`config.mk`:
```
export PLATFORM = sky130hd
export DESIGN_NAME = io_channel_unit
export DESIGN_NICKNAME = d
export VERILOG_FILES = /design/src/rtl/io_pkg.sv /design/src/rtl/io_event_fifo.sv /design/src/rtl/io_channel_unit.sv
export SDC_FILE = /design/constraint.sdc
export NUM_CORES = 1
export LEC_CHECK = 0
export BUFFER_PORTS_ARGS = -buffer_cell sky130_fd_sc_hd__buf_2
export CAP_MARGIN = 20
export CORE_ASPECT_RATIO = 1.2
export CORE_MARGIN = 5
export CORE_UTILIZATION = 45
export DETAILED_ROUTE_END_ITERATION = 7
export GPL_ROUTABILITY_DRIVEN = 0
export PLACE_DENSITY = 0.67
export SLEW_MARGIN = 5
export SYNTH_ARGS = -nofsm -noshare
export SYNTH_HDL_FRONTEND = slang
export SYNTH_SLANG_ARGS = --single-unit
```
`constraint.sdc`:
```
create_clock -name clock -period 4.4 [get_ports clock]
set_clock_uncertainty 0.15 [all_clocks]
set_input_delay 0.44 -clock clock [delete_from_list [all_inputs] [get_ports clock]]
set_output_delay 0.44 -clock clock [all_outputs]
set_load 0.05 [all_outputs]
```
`src/rtl/io_pkg.sv`:
```
// Shared types for the I/O channel unit: channel numbers, channel words and
// the {channel, data} event that is queued towards the peripheral.
package io_pkg;

   localparam int unsigned IO_NUM_CHAN = 32;
   localparam int unsigned IO_WORD_W   = 15;

   typedef logic [4:0]           chan_sel_t;
   typedef logic [IO_WORD_W-1:0] io_word_t;

   typedef struct packed {
      chan_sel_t chan;
      io_word_t  data;
   } io_event_t;

   // Odd parity over the whole event: the result makes the total count of ones odd.
   function automatic logic odd_parity(input io_event_t ev);
      return ~^ev;
   endfunction

endpackage

```
`src/rtl/io_event_fifo.sv`:
```
// Event queue between the core write port and the peripheral handshake.
// Circular buffer with a separate occupancy counter so "full" and "empty"
// never need pointer-comparison tricks. A push into a full queue is only
// accepted when a pop frees a slot in the same cycle; otherwise it is
// dropped and reported on the drop output.
module io_event_fifo
   import io_pkg::*;
#(
   parameter int unsigned DEPTH = 8,
   localparam int unsigned PTR_W = $clog2(DEPTH),
   localparam int unsigned CNT_W = $clog2(DEPTH) + 1
) (
   input  logic             clock,
   input  logic             reset,
   input  logic             push,
   input  io_event_t        push_data,
   input  logic             pop,
   output io_event_t        head,
   output logic             valid,
   output logic [CNT_W-1:0] count,
   output logic             full,
   output logic             drop
);

   io_event_t        mem [DEPTH];
   logic [PTR_W-1:0] rd_ptr_q, rd_ptr_d;
   logic [PTR_W-1:0] wr_ptr_q, wr_ptr_d;
   logic [CNT_W-1:0] count_q, count_d;
   logic             do_push;
   logic             do_pop;

   assign valid   = (count_q != '0);
   assign full    = (count_q == CNT_W'(DEPTH));
   // A pop on an empty queue is meaningless and is ignored.
   assign do_pop  = pop & valid;
   // When full, only a simultaneous pop makes room for the new entry.
   assign do_push = push & (~full | do_pop);
   assign drop    = push & full & ~do_pop;
   assign count   = count_q;
   // Present zeros while empty so the peripheral-facing bus is quiet.
   assign head    = valid ? mem[rd_ptr_q] : '0;

   // Next-state for pointers and occupancy; pointers wrap naturally at DEPTH.
   always_comb begin
      rd_ptr_d = rd_ptr_q;
      wr_ptr_d = wr_ptr_q;
      count_d  = count_q;
      if (do_push) begin
         wr_ptr_d = wr_ptr_q + 1'b1;
      end
      if (do_pop) begin
         rd_ptr_d = rd_ptr_q + 1'b1;
      end
      if (do_push && !do_pop) begin
         count_d = count_q + 1'b1;
      end else if (do_pop && !do_push) begin
         count_d = count_q - 1'b1;
      end
   end

   // Pointer and occupancy state; reset discards every queued entry.
   always_ff @(posedge clock) begin
      if (reset) begin
         rd_ptr_q <= '0;
         wr_ptr_q <= '0;
         count_q  <= '0;
      end else begin
         rd_ptr_q <= rd_ptr_d;
         wr_ptr_q <= wr_ptr_d;
         count_q  <= count_d;
      end
   end

   // Storage array; contents need no reset because head is gated by valid.
   always_ff @(posedge clock) begin
      if (do_push && !reset) begin
         mem[wr_ptr_q] <= push_data;
      end
   end

endmodule

```
`src/rtl/io_channel_unit.sv`:
```
// I/O channel unit: 32 channel registers written by the core (writeback
// stage) and by a peripheral, a zero-latency read port for the decode stage
// with write bypass, and an event queue that forwards every core write to an
// output channel to the peripheral over valid/ready.
// Optional build macro: IO_CHAN_PARITY_EN adds odd parity on the event bus;
// without it out_parity is tied low.
module io_channel_unit
   import io_pkg::*;
#(
   parameter logic [31:0] OUT_MASK    = 32'hFFFF_0000,
   parameter logic [31:0] IN_MASK     = 32'h0000_FFFE,
   parameter int unsigned FIFO_DEPTH  = 8,
   parameter chan_sel_t   STATUS_CHAN = 5'd31
) (
   input  logic        clock,
   input  logic        reset,
   input  logic        IO_write_en,
   input  logic [4:0]  IO_write_sel,
   input  logic [14:0] IO_write_data,
   input  logic [4:0]  IO_read_sel,
   output logic [14:0] IO_read_data,
   output logic        out_valid,
   input  logic        out_ready,
   output logic [4:0]  out_chan,
   output logic [14:0] out_data,
   output logic        out_parity,
   input  logic        in_valid,
   input  logic [4:0]  in_chan,
   input  logic [14:0] in_data,
   output logic        overflow
);

   localparam int unsigned CNT_W = $clog2(FIFO_DEPTH) + 1;

   io_word_t         chan_q [IO_NUM_CHAN];
   logic             overflow_q, overflow_d;
   logic             core_wr;
   logic             periph_wr;
   logic             status_clr;
   io_event_t        push_ev;
   io_event_t        head;
   logic [CNT_W-1:0] fifo_count;
   logic             fifo_drop;
   logic             unused_fifo_full;
   io_word_t         status_word;

   // The status channel is read-only for both sources; a core write to it
   // only clears the sticky overflow flag and never becomes an event.
   assign core_wr    = IO_write_en & OUT_MASK[IO_write_sel] & (IO_write_sel != STATUS_CHAN);
   assign status_clr = IO_write_en & (IO_write_sel == STATUS_CHAN);
   assign periph_wr  = in_valid & IN_MASK[in_chan] & (in_chan != STATUS_CHAN);

   assign push_ev.chan = IO_write_sel;
   assign push_ev.data = IO_write_data;

   io_event_fifo #(
      .DEPTH (FIFO_DEPTH)
   ) u_fifo (
      .clock     (clock),
      .reset     (reset),
      .push      (core_wr),
      .push_data (push_ev),
      .pop       (out_ready),
      .head      (head),
      .valid     (out_valid),
      .count     (fifo_count),
      .full      (unused_fifo_full),
      .drop      (fifo_drop)
   );

   assign out_chan = head.chan;
   assign out_data = head.data;

`ifdef IO_CHAN_PARITY_EN
   // Parity follows the registered head entry; quiet bus while empty.
   assign out_parity = out_valid & odd_parity(head);
`else
   assign out_parity = 1'b0;
`endif

   // Channel registers; the core write is applied last so it wins a same-channel collision.
   always_ff @(posedge clock) begin
      if (reset) begin
         for (int unsigned i = 0; i < IO_NUM_CHAN; i++) begin
            chan_q[i] <= '0;
         end
      end else begin
         if (periph_wr) begin
            chan_q[in_chan] <= in_data;
         end
         if (core_wr) begin
            chan_q[IO_write_sel] <= IO_write_data;
         end
      end
   end

   // Sticky overflow: a drop in the same cycle as a clear keeps the flag set.
   always_comb begin
      overflow_d = overflow_q;
      if (fifo_drop) begin
         overflow_d = 1'b1;
      end else if (status_clr) begin
         overflow_d = 1'b0;
      end
   end

   // Overflow flag register.
   always_ff @(posedge clock) begin
      if (reset) begin
         overflow_q <= 1'b0;
      end else begin
         overflow_q <= overflow_d;
      end
   end

   assign overflow    = overflow_q;
   assign status_word = {overflow_q, {(IO_WORD_W - 1 - CNT_W){1'b0}}, fifo_count};

   // Decode-stage read with bypass of this cycle's writes (core before peripheral).
   always_comb begin
      IO_read_data = chan_q[IO_read_sel];
      if (IO_read_sel == STATUS_CHAN) begin
         IO_read_data = status_word;
      end else if (core_wr && (IO_write_sel == IO_read_sel)) begin
         IO_read_data = IO_write_data;
      end else if (periph_wr && (in_chan == IO_read_sel)) begin
         IO_read_data = in_data;
      end
   end

endmodule

```
==> run_results.csv <==
group,metric,value,unit
outcome,status,"finished, final reports clean",
route,vias,16200,
worst_setup_path,cp_slowest_cell,"nor4_1",
yosys,syn-cell-area,29200,µm²
power_and_ir_drop,power.switching,3.97,mW
grt,grt_pass1_wl,111000,µm
yosys,synth-main-ff-cell,"edfxtp_1",
route,wl,75200,µm
placement,dpl_cell_area,30700,µm²
timing,worst_pin_slew,1.12,ns
grt,grt_start_max_net_pins,49,
yosys,async_flop_share,0,%
grt,grt_pass1_vias,16600,
placement,numPortBuffers,86,
die,die_h,289,µm
yosys,syn_inst,1806,
yosys,syn_area_per_cell,16.1,µm²
timing,maxSlewViolCount,0,
worst_setup_path,cp_max_fo,18,
placement,place_hpwl,48400,µm
timing,tns,0,ns
die,die_w,242,µm
final_layout,stdcell_count,2822,
worst_setup_path,start_kind,"input pin",
timing,rsz0062_at_grt,"no",
clock_tree,ctsHoldBuffers,0,
route,antenna_left,0,
grt,antenna_found_initial,13,
grt,grt_overflow,0,
timing,fmax,257,MHz
final_layout,multi_input_area,9150,µm²
grt,gr-usage-all-layers,21.4,%
route,first_pass_iters,6,
die,dieArea,70000,µm²
final_layout,seq_area,19500,µm²
worst_setup_path,cp-end-kind,"output pin",
power_and_ir_drop,p_comb_share,14.7,%
yosys,synth_edf_count,640,
timing,min_period_over_period,88.5,%
timing,fin_ws,0.507,ns
clock_tree,clk_latency,0.60,ns
power_and_ir_drop,cell_internal_pwr,11.2,mW
route,wl_per_cell,26.6,µm
clock_tree,cts_buffers,70,
power_and_ir_drop,pwr-share-clk,37.5,%
timing,slew_headroom,25.1,%
worst_setup_path,cp_num_buf_inv,2,
final_layout,drive_gt1_share,23.7,%
yosys,ys_seq_area_share,66.9,%
clock_tree,clk_pin_slew_worst_paths,0.06,ns
final_layout,nFillCells,5258,
final_layout,nNetsFinal,1990,
power_and_ir_drop,vdd_ir_drop_max,0.336,mV
worst_hold_path,hp-class,"input pin to flip-flop",
final_layout,design_area,32900,µm²
worst_setup_path,critPathArrivalTime,3.30,ns
run,cap_violations,0,
power_and_ir_drop,p_per_area,460,nW/µm²
timing,setup_viol,0,
power_and_ir_drop,power,15.1,mW
yosys,synth_seq_cells,654,
die,coreArea,64300,µm²
worst_setup_path,crit_type,"input pin to output pin",
worst_setup_path,crit_required,3.81,ns
worst_setup_path,cpPeakStageDelay,0.63,ns
yosys,synth_cell_types,52,
die,start_util,45.3,%
clock_tree,clockRootBuffer,"clkbuf_16",
route,drtIter0Drc,1684,
worst_setup_path,cp_cell_sequence,"buf_2, nor4_1, nor4_1, and2_1, or4_1, a31oi_1, buf_2",
clock_tree,cts_max_path_buffers,3,
worst_setup_path,path_delay_family,"simple AND/OR/NAND/NOR gates",
route,drcViolationCount,0,
timing,fin_crit,3.89,ns
power_and_ir_drop,leakage,11.3,nW
power_and_ir_drop,netSwitchingFraction,26.2,%
timing,finalHoldViolCount,0,
route,avgViaCountPerCell,5.73,
die,pin_count,88,
clock_tree,cts_tree,"yes",
clock_tree,clock-sinks,654,
final_layout,area_growth,13.0,%
power_and_ir_drop,seqPwrFrac,47.8,%
clock_tree,post_cts_buffers,0,
die,rows,102,
placement,dp_slack,0.553,ns
clock_tree,ctsResizeCount,0,
clock_tree,ctsHtreeMaxLevel,3,
yosys,yosysWarnings,0,
placement,dp.cells,2692,
==> worst paths after layout <==
check,slack [ns],startpoint,endpoint,cells past startpoint
setup / recovery,0.51,in_chan[0],IO_read_data[2],7
hold / removal,0.08,out_ready,u_fifo.rd_ptr_q[1]$_SDFFE_PP0N_,3
setup reg to reg,1.07,u_fifo.count[0]$_SDFFE_PP0P_,u_fifo.count[3]$_SDFFE_PP0P_,11
hold reg to reg,0.34,u_fifo.rd_ptr_q[1]$_SDFFE_PP0N_,u_fifo.rd_ptr_q[1]$_SDFFE_PP0N_,2
==> worst reg2reg max path: stages (launching register included) <==
cell and delay, ns:
dfxtp_1 0.41, nor4_2 0.66, inv_1 0.27, nand2_1 0.30, ha_1 0.25, inv_1 0.09
ha_1 0.28, a21o_1 0.17, a21oi_1 0.16, xnor2_1 0.09, or3_1 0.30, a21oi_1 0.13
==> Yosys cell counts (all sizes together) (10+ instances only) <==
master,n,area share (%)
a211oi,20,0.53
a21oi,14,0.24
and2,462,9.9
buf,47,1.1
clkbuf,88,1.1
dfxtp,14,0.96
edfxtp,640,66
mux2i,46,1.6
mux4,157,12
nand2,33,0.42
nand2b,10,0.21
nor2,87,1.1
nor2b,21,0.45
nor3,12,0.21
nor4,23,0.69
o22ai,11,0.24
o31ai,10,0.26
or2,31,0.67
==> through the flow <==
stage / utilization [%] / hold WS (ns)
floorplan: - / 0.304
global placement: 47.8 / 0.316
detailed placement: 47.8 / 0.334
CTS: 51.2 / 0.0477
global route: 51.2 / 0.0993
finish: 51.2 / 0.0790
==> logic make-up (layout without fill, tap and decap cells) <==
kind of cell,Yosys count,in the layout,share of synthesized area [%]
xor+xnor,15,15,0.451
mux,210,210,14.0
buf+inv,139,288,2.26
compound gates,74,74,1.76
fa+ha+maj,6,6,0.283
other cells,1,36,0.0129
simple gates,707,707,14.3
flops,654,654,66.9
==> sequential cells by signal, summed over array words and instances (netlist names), named ones only <==
signal / cells
u_fifo.mem: 160
u_fifo.rd_ptr_q: 3
u_fifo.count: 4
u_fifo.wr_ptr_q: 3
overflow: 1
chan_q: 480
==> per-layer routing <==
layer,track usage (%),part of all wire [%],up-vias
li1,-,-,7013
met1,27.9,39,8368
met2,35.6,49,642
met3,5.28,8.6,137
met4,7.46,3.3,4
met5,0,0.036,-
==> cell usage in the layout (no fill, tap or decap), types with 9 or more instances in the layout <==
cell	count
nand2_1	33
nor2b_1	21
clkbuf_16	73
clkinv_1	18
and2_1	462
nor3_1	10
mux2i_1	46
clkbuf_1	14
nor4_1	11
o31ai_1	9
conb_1	31
buf_4	74
a211oi_1	19
clkinv_2	10
o22ai_1	11
a21oi_1	14
mux4_2	155
nor4_2	12
buf_2	83
dfxtp_1	13
nor2_1	81
edfxtp_1	640
nand2b_1	10
or2_2	31
==> cell type report <==
type | count | share of cell area [%]
inverter | 4 | 0.0456
sequential | 654 | 59.2
clock inverter | 36 | 0.889
antenna | 5 | 0.0380
tap | 832 | 3.16
timing repair buffer | 161 | 3.16
clock buffer | 87 | 5.71
multi-input combinational | 1043 | 27.8
==> power by group through the flow <==
stage | clock network, mW | logic (mW) | registers [mW]
2_1_floorplan | 0 | 1.58 | 7.31
3_3_place_gp | 0 | 2.21 | 7.35
3_5_place_dp | 0 | 2.23 | 7.37
4_1_cts | 5.76 | 2.24 | 7.24
5_1_grt | 6.02 | 2.36 | 7.26
6_report | 5.68 | 2.22 | 7.24
Note: power is estimated with default switching activity, not from simulation.
